## config.mk

```make
export PLATFORM = sky130hd
export DESIGN_NAME = mcpu6_core
export DESIGN_NICKNAME = d
export VERILOG_FILES = /design/src/rtl/mcpu6_core.sv
export SDC_FILE = /design/constraint.sdc
export NUM_CORES = 1
export LEC_CHECK = 0
export BUFFER_PORTS_ARGS = -buffer_cell sky130_fd_sc_hd__buf_2
export CAP_MARGIN = 0
export CORE_MARGIN = 1.5
export CORE_UTILIZATION = 35
export DETAILED_ROUTE_END_ITERATION = 10
export GPL_TIMING_DRIVEN = 0
export SYNTH_ARGS = -nofsm -noshare
export SYNTH_HDL_FRONTEND = slang
export SYNTH_SLANG_ARGS = --single-unit
```

## constraint.sdc

```tcl
create_clock -name clk -period 2.8 [get_ports clk]
set_input_delay 0.28 -clock clk [delete_from_list [all_inputs] [get_ports clk]]
set_output_delay 0.28 -clock clk [all_outputs]
set_load 0.01 [all_outputs]
```

## src/rtl/mcpu6_core.sv

```systemverilog
// Parametrised 6-bit-instruction accumulator CPU core: single-cycle execution of the
// externally fed instruction stream, with a register file, a circular return stack and an OUT port.
module mcpu6_core #(
    parameter int DW     = 8,
    parameter int PCW    = 8,
    parameter int NREG   = 8,
    parameter int SDEPTH = 4
) (
    input  logic           clk,
    input  logic           rst,
    input  logic [5:0]     inst_in,
    output logic [PCW-1:0] pc_out,
    output logic [DW-1:0]  accu_out,
    output logic           carry_out,
    output logic [DW-1:0]  out_port,
    output logic           out_valid,
    output logic           stack_err
);
    localparam int NMAX = DW / 4 - 1;
    localparam int NW   = (NMAX > 1) ? $clog2(NMAX + 1) : 1;
    localparam int RW   = $clog2(NREG);
    localparam int SW   = $clog2(SDEPTH + 1);
    localparam int TW   = (SDEPTH > 1) ? $clog2(SDEPTH) : 1;
    localparam logic [NW-1:0] NIB_MAX = NW'(NMAX);
    localparam logic [SW-1:0] SP_FULL = SW'(SDEPTH);
    localparam logic [TW-1:0] TP_LAST = TW'(SDEPTH - 1);

    typedef enum logic [3:0] {
        OP_BCC, OP_LDI, OP_ADD, OP_STA, OP_LDA, OP_NOT, OP_NEG,
        OP_JSR, OP_OUT, OP_RET, OP_RCR, OP_CLC, OP_NOP
    } op_t;

    logic [PCW-1:0] pc, pc_n;
    logic [DW-1:0]  accu, accu_n, oreg_n, rd;
    logic           carry, carry_n, ov_n, err_n, reg_we, push;
    logic [NW-1:0]  nib, nib_n;
    logic [SW-1:0]  sp, sp_n;
    logic [TW-1:0]  tp, tp_n, tp_inc, tp_dec;
    logic signed [DW-1:0] imm;
    op_t            op;

    logic [DW-1:0]  regs [NREG];
    logic [PCW-1:0] stk  [SDEPTH];

    function automatic op_t decode(input logic [5:0] i);
        op_t o;
        casez (i)
            6'b00????: o = OP_BCC;
            6'b01????: o = OP_LDI;
            6'b100???: o = OP_ADD;
            6'b101???: o = OP_STA;
            6'b110???: o = OP_LDA;
            6'b11100?: o = i[0] ? OP_NEG : OP_NOT;
            6'b111010: o = OP_JSR;
            6'b111011: o = OP_OUT;
            6'b111100: o = OP_RET;
            6'b111101: o = OP_RCR;
            6'b111110: o = OP_CLC;
            default:   o = OP_NOP;
        endcase
        return o;
    endfunction

    // Sign-extended nibble on top of the nibbles already collected by the preceding LDIs.
    function automatic logic signed [DW-1:0] build_imm(input logic [3:0] i4,
                                                       input logic [DW-1:0] a,
                                                       input logic [NW-1:0] n);
        logic signed [DW-1:0] sx;
        logic [DW-1:0]        keep;
        sx   = {{(DW-4){i4[3]}}, i4};
        keep = '0;
        for (int b = 0; b < DW; b++) keep[b] = (b < 4 * int'(n));
        return signed'((sx << (4 * int'(n))) | (a & keep));
    endfunction

    function automatic logic [PCW-1:0] imm_to_pc(input logic signed [DW-1:0] v);
        return PCW'(v);
    endfunction

    function automatic logic [NW-1:0] sat_nib(input logic [NW-1:0] n);
        return (n == NIB_MAX) ? n : n + 1'b1;
    endfunction

    assign rd     = regs[inst_in[RW-1:0]];
    assign tp_inc = (tp == TP_LAST) ? '0 : tp + 1'b1;
    assign tp_dec = (tp == '0) ? TP_LAST : tp - 1'b1;

    always_comb begin
        op      = decode(inst_in);
        imm     = build_imm(inst_in[3:0], accu, nib);
        pc_n    = pc + 1'b1;
        accu_n  = accu;
        carry_n = carry;
        nib_n   = '0;
        sp_n    = sp;
        tp_n    = tp;
        oreg_n  = out_port;
        ov_n    = 1'b0;
        err_n   = stack_err;
        reg_we  = 1'b0;
        push    = 1'b0;
        unique case (op)
            OP_BCC: begin
                if (!carry) pc_n = pc + imm_to_pc(imm);
                carry_n = 1'b0;
            end
            OP_LDI: begin
                accu_n = imm;
                nib_n  = sat_nib(nib);
            end
            OP_ADD: {carry_n, accu_n} = {1'b0, rd} + {1'b0, accu};
            OP_STA: reg_we = 1'b1;
            OP_LDA: accu_n = rd;
            OP_NOT: accu_n = ~accu;
            OP_NEG: {carry_n, accu_n} = {1'b0, ~accu} + 1'b1;
            OP_JSR: begin
                // A full stack overwrites its oldest entry, which is where tp already points.
                push = 1'b1;
                tp_n = tp_inc;
                pc_n = PCW'(accu);
                if (sp == SP_FULL) err_n = 1'b1;
                else               sp_n  = sp + 1'b1;
            end
            OP_OUT: begin
                oreg_n = accu;
                ov_n   = 1'b1;
            end
            OP_RET: begin
                if (sp == '0) begin
                    err_n = 1'b1;
                end else begin
                    pc_n = stk[tp_dec];
                    tp_n = tp_dec;
                    sp_n = sp - 1'b1;
                end
            end
            OP_RCR: {accu_n, carry_n} = {carry, accu};
            OP_CLC: carry_n = 1'b0;
            default: ;
        endcase
    end

    always_ff @(posedge clk) begin
        if (rst) begin
            pc        <= '0;
            accu      <= '0;
            carry     <= 1'b0;
            nib       <= '0;
            sp        <= '0;
            tp        <= '0;
            out_port  <= '0;
            out_valid <= 1'b0;
            stack_err <= 1'b0;
        end else begin
            pc        <= pc_n;
            accu      <= accu_n;
            carry     <= carry_n;
            nib       <= nib_n;
            sp        <= sp_n;
            tp        <= tp_n;
            out_port  <= oreg_n;
            out_valid <= ov_n;
            stack_err <= err_n;
        end
    end

    // Storage arrays are not reset; writes are only suppressed while rst is high.
    always_ff @(posedge clk) begin
        if (!rst && reg_we) regs[inst_in[RW-1:0]] <= accu;
        if (!rst && push)   stk[tp] <= pc + 1'b1;
    end

    assign pc_out    = pc;
    assign accu_out  = accu;
    assign carry_out = carry;
endmodule

```

==> summary.txt, run 1 <==
STA
  • Setup Viol. Count Final: 0
  • Max_slew headroom: 0.2581
  • Final Hold Fails: 0
  • Min Tclk post-route: approximately 2.8 ns
  • Crit share post-route: 0.9882
  • WHS: approximately 0.31 ns
  • Total Negative Setup Slacks: 0 ns
  • Worst Tran Pin Value: ~1.1 ns
  • Achievable frequency: ~360 MHz
  • Final count of pins violating max slew: 0
  • Final Skew: 0.01612 ns

Cells and area
  • Util after Layout: 0.4119
  • Area occupied by multi-input gates: between 2000 and 3000 sq um
  • Ant. Diodes: 0
  • Fin nets: roughly 660
  • Share of cells above drive strength 1: 0.1960
  • Synth-to-layout area growth: 16.18%
  • Post-route cell area: around 7700 sq um
  • Fill count: roughly 1,800
  • Register area: between 3000 and 4000 sq um
  • Final cell count without fillers: ~880

Floorplan
  • Die Span Y: between 100 and 150 um
  • Row cnt: 50
  • Core ar.: 18,640 sq um
  • Die width: ~140 um
  • Die ar.: a little under 20,000 sq um
  • # IOs: 35
  • Initial Util: 0.3546

Global routing
  • GRT Util Overall: 0.2004
  • Initial antenna violation count: 0
  • Gr ovfl total: 0
  • Vias in the first global route: about 5,100
  • First-pass GRT wire length: 29.64 mm
  • Largest net degree at the start of global routing: 19

Critical path
  • Max incr delay on CP: between 0.4 and 0.5 ns
  • Crit end category: flip-flop
  • Crit path required time: between 3 and 4 ns
  • Data arrival, critical path: 3.12 ns
  • RR Startpoint: accu_out[0]
  • WP buf/inv: 1
  • Worst-path maximum fanout: 11
  • Worst-path cell chain: clkbuf_4 -> nand2_1 -> o21ai_0 -> ha_2 -> fa_2 -> a211oi_2 -> o21bai_1 -> a2111oi_1 -> o41ai_1 -> a31oi_1
  • Crit path kind: flip-flop to flip-flop
  • Worst path slowest cell: a2111oi_1
  • Crit path launch type: flip-flop
  • Top Family by Delay on Critical Path: compound AO/OA/AOI/OAI gates
  • Worst setup path startpoint: accu_out[0]

Synth
  • Ys async rst share: 0
  • Post-synth EDFFs: between 90 and 100
  • Synth Warn #: 0
  • Top FF cell, synth: edfxtp_1
  • Syn Nets: 608
  • Count of different cell masters after synthesis: 68
  • Cell area after synthesis: around 6600 sq um
  • Average size of a mapped cell: between 10 and 15 sq um
  • Mapped Cells: around 580
  • Post-synthesis register bit count: between 100 and 150
  • Sequential share of the synthesized area: 0.5361

Flow run
  • MaxCap Viol Count: 0

Placement
  • Port bufs: 34
  • HPWL Detailed: ~13 mm
  • RePlAce Congestion: 0.9101
  • Placed Cells incl. Taps: approximately 840
  • DP Area: between 7000 and 8000 sq um

CTS
  • CTS sink count: 129
  • Cts hold-fix bufs: 0
  • Clock Tree Buf Depth: 2
  • Worst-Skew Late Latency: 0.43 ns
  • Register clock-pin slew on the reported worst setup and hold paths: about 0.07 ns
  • CTS buffer count: 17
  • Root Driver: clkbuf_16
  • CTS tree: built
  • H-tree depth: 4

Detailed routing
  • Vias/cell: between 5 and 6
  • Pre-antenna DRT Iters: 8
  • Drc violations: 0
  • Vias: 5,013
  • Detailed router's first-iteration violation count: ~570
  • Routed WL: about 19 mm
  • Routed Antenna Nets: 0
  • Wire per inst: around 21 um

Power and ir drop
  • Total leakage power: 2.751 nW
  • Max VDD drop: between 400 and 500 uV
  • Power Dens Cells: around 630 nW/um^2

Outcome
  • Status: complete, no violations

Hold path
  • Hold crit path type: input port to flip-flop
  • HP Start: rst
-- worst paths after layout --
| kind | endpoint | slack, ns | cells past startpoint |
|---|---|---|---|
| max | pc_out[6] | 0.03 | 10 |
| min | sp[2] | 0.31 | 3 |
| max reg2reg | pc_out[6] | 0.03 | 10 |
| min reg2reg | out_port[7] | 0.45 | 2 |
-- final cells by class --
class,instances,share of cell area
flip-flops and latches,129,0.4619
multi-input cells,396,0.3737
clock buffers,17,0.05539
well taps,234,0.03812
repair buffers,35,0.02313
plain buffers,30,0.02134
clock inverters,15,0.01613
inverters,21,0.01026
-- state kept, by name, summed over array words and instances, names as in the netlist --
name / count
out_port: 8
sp: 3
carry_out: 1
out_valid: 1
stack_err: 1
regs: 64
nib: 1
stk: 32
tp: 2
accu_out: 8
pc_out: 8
-- synthesized netlist by cell type (all sizes together) (15+ instances only) --
cell | count | share of area
a21oi | 33 | 0.025
o21ai | 26 | 0.020
nand3 | 15 | 0.011
mux4 | 16 | 0.055
ha | 21 | 0.040
nor2 | 41 | 0.024
nand2 | 67 | 0.038
dfxtp | 33 | 0.10
clkbuf | 16 | 0.0091
inv | 21 | 0.012
edfxtp | 96 | 0.44
nor3 | 15 | 0.013
-- worst min-delay path: cells and delay by family --
| family | cells | cell delay [ns] |
|---|---|---|
| buffers and inverters | 1 | 0.16 |
| and+or+nand+nor | 1 | 0.10 |
| AOI/OAI and AO/OA | 1 | 0.17 |
-- logic make-up (layout without fill, tap and decap cells) --
family                     after synthesis  after routing  share of synthesized area
muxes                                   29             29                    0.07572
and+or+nand+nor                        188            188                     0.1367
xor gates and xnor gates                11             11                    0.01457
AOI/OAI and AO/OA                      144            144                     0.1535
DFF                                    129            129                     0.5361
buffers and inverters                   51            118                    0.03464
adders and majority gates               24             24                    0.04884
-- per-layer routing --
layer / vias up / GRT usage / part of all wire
li1: 2333 / - / -
met1: 2485 / 0.2622 / 0.44
met2: 168 / 0.3317 / 0.49
met3: 27 / 0.04205 / 0.059
met4: 0 / 0.06593 / 0.020
met5: - / 0 / 0
-- metrics by stage --
stage,worst slack [ns],power (W)
floorplan,0.2441,0.002594
global placement,-0.4372,0.002785
detailed placement,-0.4343,0.002802
CTS,0.02383,0.004860
global route,-0.08322,0.005038
finish,0.03296,0.004867
-- power breakdown --
| group | switching (W) | internal [W] |
|---|---|---|
| registers | 0.0000668 | 0.00211 |
| clock network | 0.000922 | 0.00115 |
| logic | 0.000388 | 0.000232 |
| total | 0.00138 | 0.00349 |
-- cells in the final DEF (no fill, tap or decap), types with 6 or more instances in the layout --
cell type / count
edfxtp_1: 96
nand2_1: 67
buf_2: 40
nor2_1: 40
a21oi_1: 32
dfxtp_1: 30
o21ai_0: 25
inv_1: 21
ha_1: 20
clkbuf_16: 17
mux4_2: 16
nand3_1: 15
nor3_1: 14
clkbuf_1: 13
nand2b_1: 9
a211oi_1: 9
mux2_2: 8
xor2_1: 7
nor2b_1: 7
a221oi_1: 7
and3_1: 7
a222oi_1: 7
a31oi_1: 7
buf_4: 6
or3_1: 6
inv_6: 6
-- what timing repair did --
action,in CTS,in global routing
endpoints found under the setup margin,4,6
gates resized for setup,6,13
buffers inserted,0,1
pin swaps,0,1
No activity file was read; power rests on OpenSTA's default activity.
==> run 2: changes to the inputs <==
Clock period 2.8 ns to 3.5 ns, I/O delays scaled along.
==> run 2 against run 1 <==
  * Cell count fell by 0.11%
  * Via count rose by 0.46%
  * Die area did not move
  * Cell area fell by 0.75%
  * Routed wire length fell by 0.72%
  * Sequential share of layout area rose by 0.30 points
  * First-iteration DRC count fell by 0.53%
  * Power fell by 20%
  * Global-route usage barely moved
  * Flip-flop and latch count did not move
  * Worst setup slack improved by 0.55 ns
  * Clock skew rose by 0.0022 ns
==> summary.txt, run 2 (same netlist as run 1, synthesis figures left out) <==
Outcome
  • Status: complete, no violations

CTS
  • Register clock-pin slew on the reported worst setup and hold paths: 0.06 ns (about the same)
  • CTS tree: built
  • Cts hold-fix bufs: 0 (unchanged)
  • Setup Fix Bufs, Post-CTS: 0 (unchanged)
  • CTS buffer count: 17 (unchanged)
  • Post-CTS sizing: 0 (-6)
  • Worst-Skew Late Latency: 0.43 ns (about the same)
  • H-tree depth: 4 (unchanged)
  • CTS sink count: 129 (unchanged)
  • Clock Tree Buf Depth: 2 (unchanged)
  • Root Driver: clkbuf_16

Hold path
  • WHS Path Cells: 3 (unchanged)
  • HP Start: rst
  • Hold crit path type: input port to flip-flop
  • Hold endpoint: sp[2]

STA
  • Final count of pins violating max slew: 0 (unchanged)
  • Final Hold Fails: 0 (unchanged)
  • Crit share post-route: 0.8345 (-0.1538)
  • Achievable frequency: 342.4 MHz (-5.3%)
  • Total Negative Setup Slacks: 0 ns (unchanged)
  • Final Skew: 0.01836 ns (+0.002241 ns)
  • Min Tclk post-route: 2.921 ns (+0.1536 ns)
  • Max_slew headroom: 0.2644 (+0.006298)
  • Worst Tran Pin Value: 1.099 ns (-0.009412 ns)
  • Setup Viol. Count Final: 0 (unchanged)
  • Unrepaired setup endpoints after global routing: no

Detailed routing
  • Pre-antenna DRT Iters: 6 (-2)
  • Routed Antenna Nets: 0 (unchanged)
  • Detailed router's first-iteration violation count: 563 (-0.53%)
  • Drc violations: 0 (unchanged)
  • Vias/cell: 5.749 (+0.57%)
  • Wire per inst: 21.36 um (-0.60%)
  • Routed WL: 18.71 mm (-0.72%)
  • Vias: 5,036 (+0.46%)

Global routing
  • GRT Util Overall: 0.2000 (-0.0003696)
  • Initial antenna violation count: 0 (unchanged)
  • First-pass GRT wire length: 29.55 mm (-0.30%)
  • Vias in the first global route: 5,102 (-0.66%)
  • Gr ovfl total: 0 (unchanged)
  • Largest net degree at the start of global routing: 19 (unchanged)

Critical path
  • Crit path launch type: flip-flop
  • RR Startpoint: accu_out[0]
  • Reg2reg end: pc_out[6]
  • Data arrival, critical path: 3.27 ns (+0.15 ns)
  • Crit path required time: 3.85 ns (+0.70 ns)
  • Crit path kind: flip-flop to flip-flop
  • Worst-path maximum fanout: 11 (unchanged)
  • Worst Reg-to-Reg Cells: 10 (unchanged)
  • Worst R2R Setup Slack: 0.58 ns (+0.55 ns)
  • Crit end category: flip-flop

Cells and area
  • Largest register FFs: 64 (unchanged)
  • Fin nets: 661 (-0.15%)
  • Most common cell after layout, fill and taps aside: edfxtp_1
  • Fill count: 1,824 (-0.055%)
  • Ant. Diodes: 0 (unchanged)
  • Synth-to-layout area growth: 15.31%
  • Util after Layout: 0.4089 (-0.003087)
  • Highest-count cells in the layout ignoring fill and taps: edfxtp_1 (96), nand2_1 (67), buf_2 (43)
  • Share of cells above drive strength 1: 0.1745 (-0.02150)
  • Post-route cell area: 7622 sq um (-0.75%)

Floorplan
  • Die Span Y: 140.4 um (unchanged)
  • Die ar.: 19,720 sq um (unchanged)
  • Core ar.: 18,640 sq um (unchanged)
  • Die width: 140.4 um (unchanged)
  • Initial Util: 0.3546 (unchanged)
  • Row cnt: 50 (unchanged)
  • # IOs: 35 (unchanged)

Placement
  • RePlAce Congestion: 0.9101 (unchanged)
  • DP Area: 7073 sq um (unchanged)
  • Port bufs: 34 (unchanged)
  • HPWL Detailed: 13.43 mm (unchanged)

Power and ir drop
  • Power Dens Cells: 507.9 nW/um^2 (-20%)
  • Total leakage power: 2.730 nW (-0.74%)
  • Max VDD drop: 368.3 uV (-21%)

Flow run
  • MaxCap Viol Count: 0 (unchanged)
==> run 2: cell types whose count changed in the layout (fill, tap and decap cells not counted), sizes merged <==
cell,change
clkbuf,-1
==> run 2: how the worst max path moves through the flow <==
stage	startpoint	endpoint	slack [ns]	depth (start not counted)
finish	accu_out[0]	pc_out[6]	0.58	10
global route	accu_out[0]	pc_out[6]	0.35	10
CTS	accu_out[0]	pc_out[6]	0.57	10
detailed placement	inst_in[2]	carry_out	0.20	14
global placement	inst_in[2]	carry_out	0.19	14
floorplan	inst_in[0]	accu_out[3]	0.87	11
==> run 2: layer usage <==
metal	track usage	part of all wire	up-vias
li1	-	-	2336
met1	0.2600	0.44	2502
met2	0.3322	0.49	174
met3	0.04376	0.058	24
met4	0.06482	0.020	0
met5	0	0	-
==> run 2: final cells by class <==
class / instances / area [sq um] / area share
clock inverter: 15 / 123.9 / 0.01625
tap: 234 / 292.8 / 0.03841
multi-input combinational: 396 / 2838 / 0.3723
buffer: 30 / 150.1 / 0.01970
sequential: 129 / 3543 / 0.4649
inverter: 21 / 78.83 / 0.01034
timing repair buffer: 34 / 170.2 / 0.02232
clock buffer: 17 / 425.4 / 0.05581
==> run 2: through the flow <==
stage          hold slack [ns]  cells  setup slack, ns  power, W
4_1_cts                 0.3728    876           0.5721  0.003885
6_report                0.3783    876           0.5794  0.003872
3_3_place_gp            0.4486    844           0.1928  0.002228
3_5_place_dp            0.4482    844           0.1957  0.002241
2_1_floorplan           0.4539    576           0.8741  0.002075
5_1_grt                 0.4058    876           0.3464  0.004013
==> run 2: where the power goes <==
part           total (W)  internal (W)  switching (W)  leakage, nW
clock            0.00165      0.000922       0.000733        0.257
combinational   0.000479      0.000176       0.000303         1.32
sequential       0.00174       0.00168      0.0000535         1.15
total            0.00387       0.00278        0.00109         2.73
==> run 2: critical path, stage by stage (launching register included) <==
cell and delay (ns):
dfxtp_1 0.41, clkbuf_1 0.27, nand2_1 0.10, o21ai_0 0.14
ha_1 0.28, fa_1 0.44, a211oi_1 0.32, o21bai_1 0.15
a2111oi_0 0.41, o41ai_1 0.14, a31oi_1 0.19
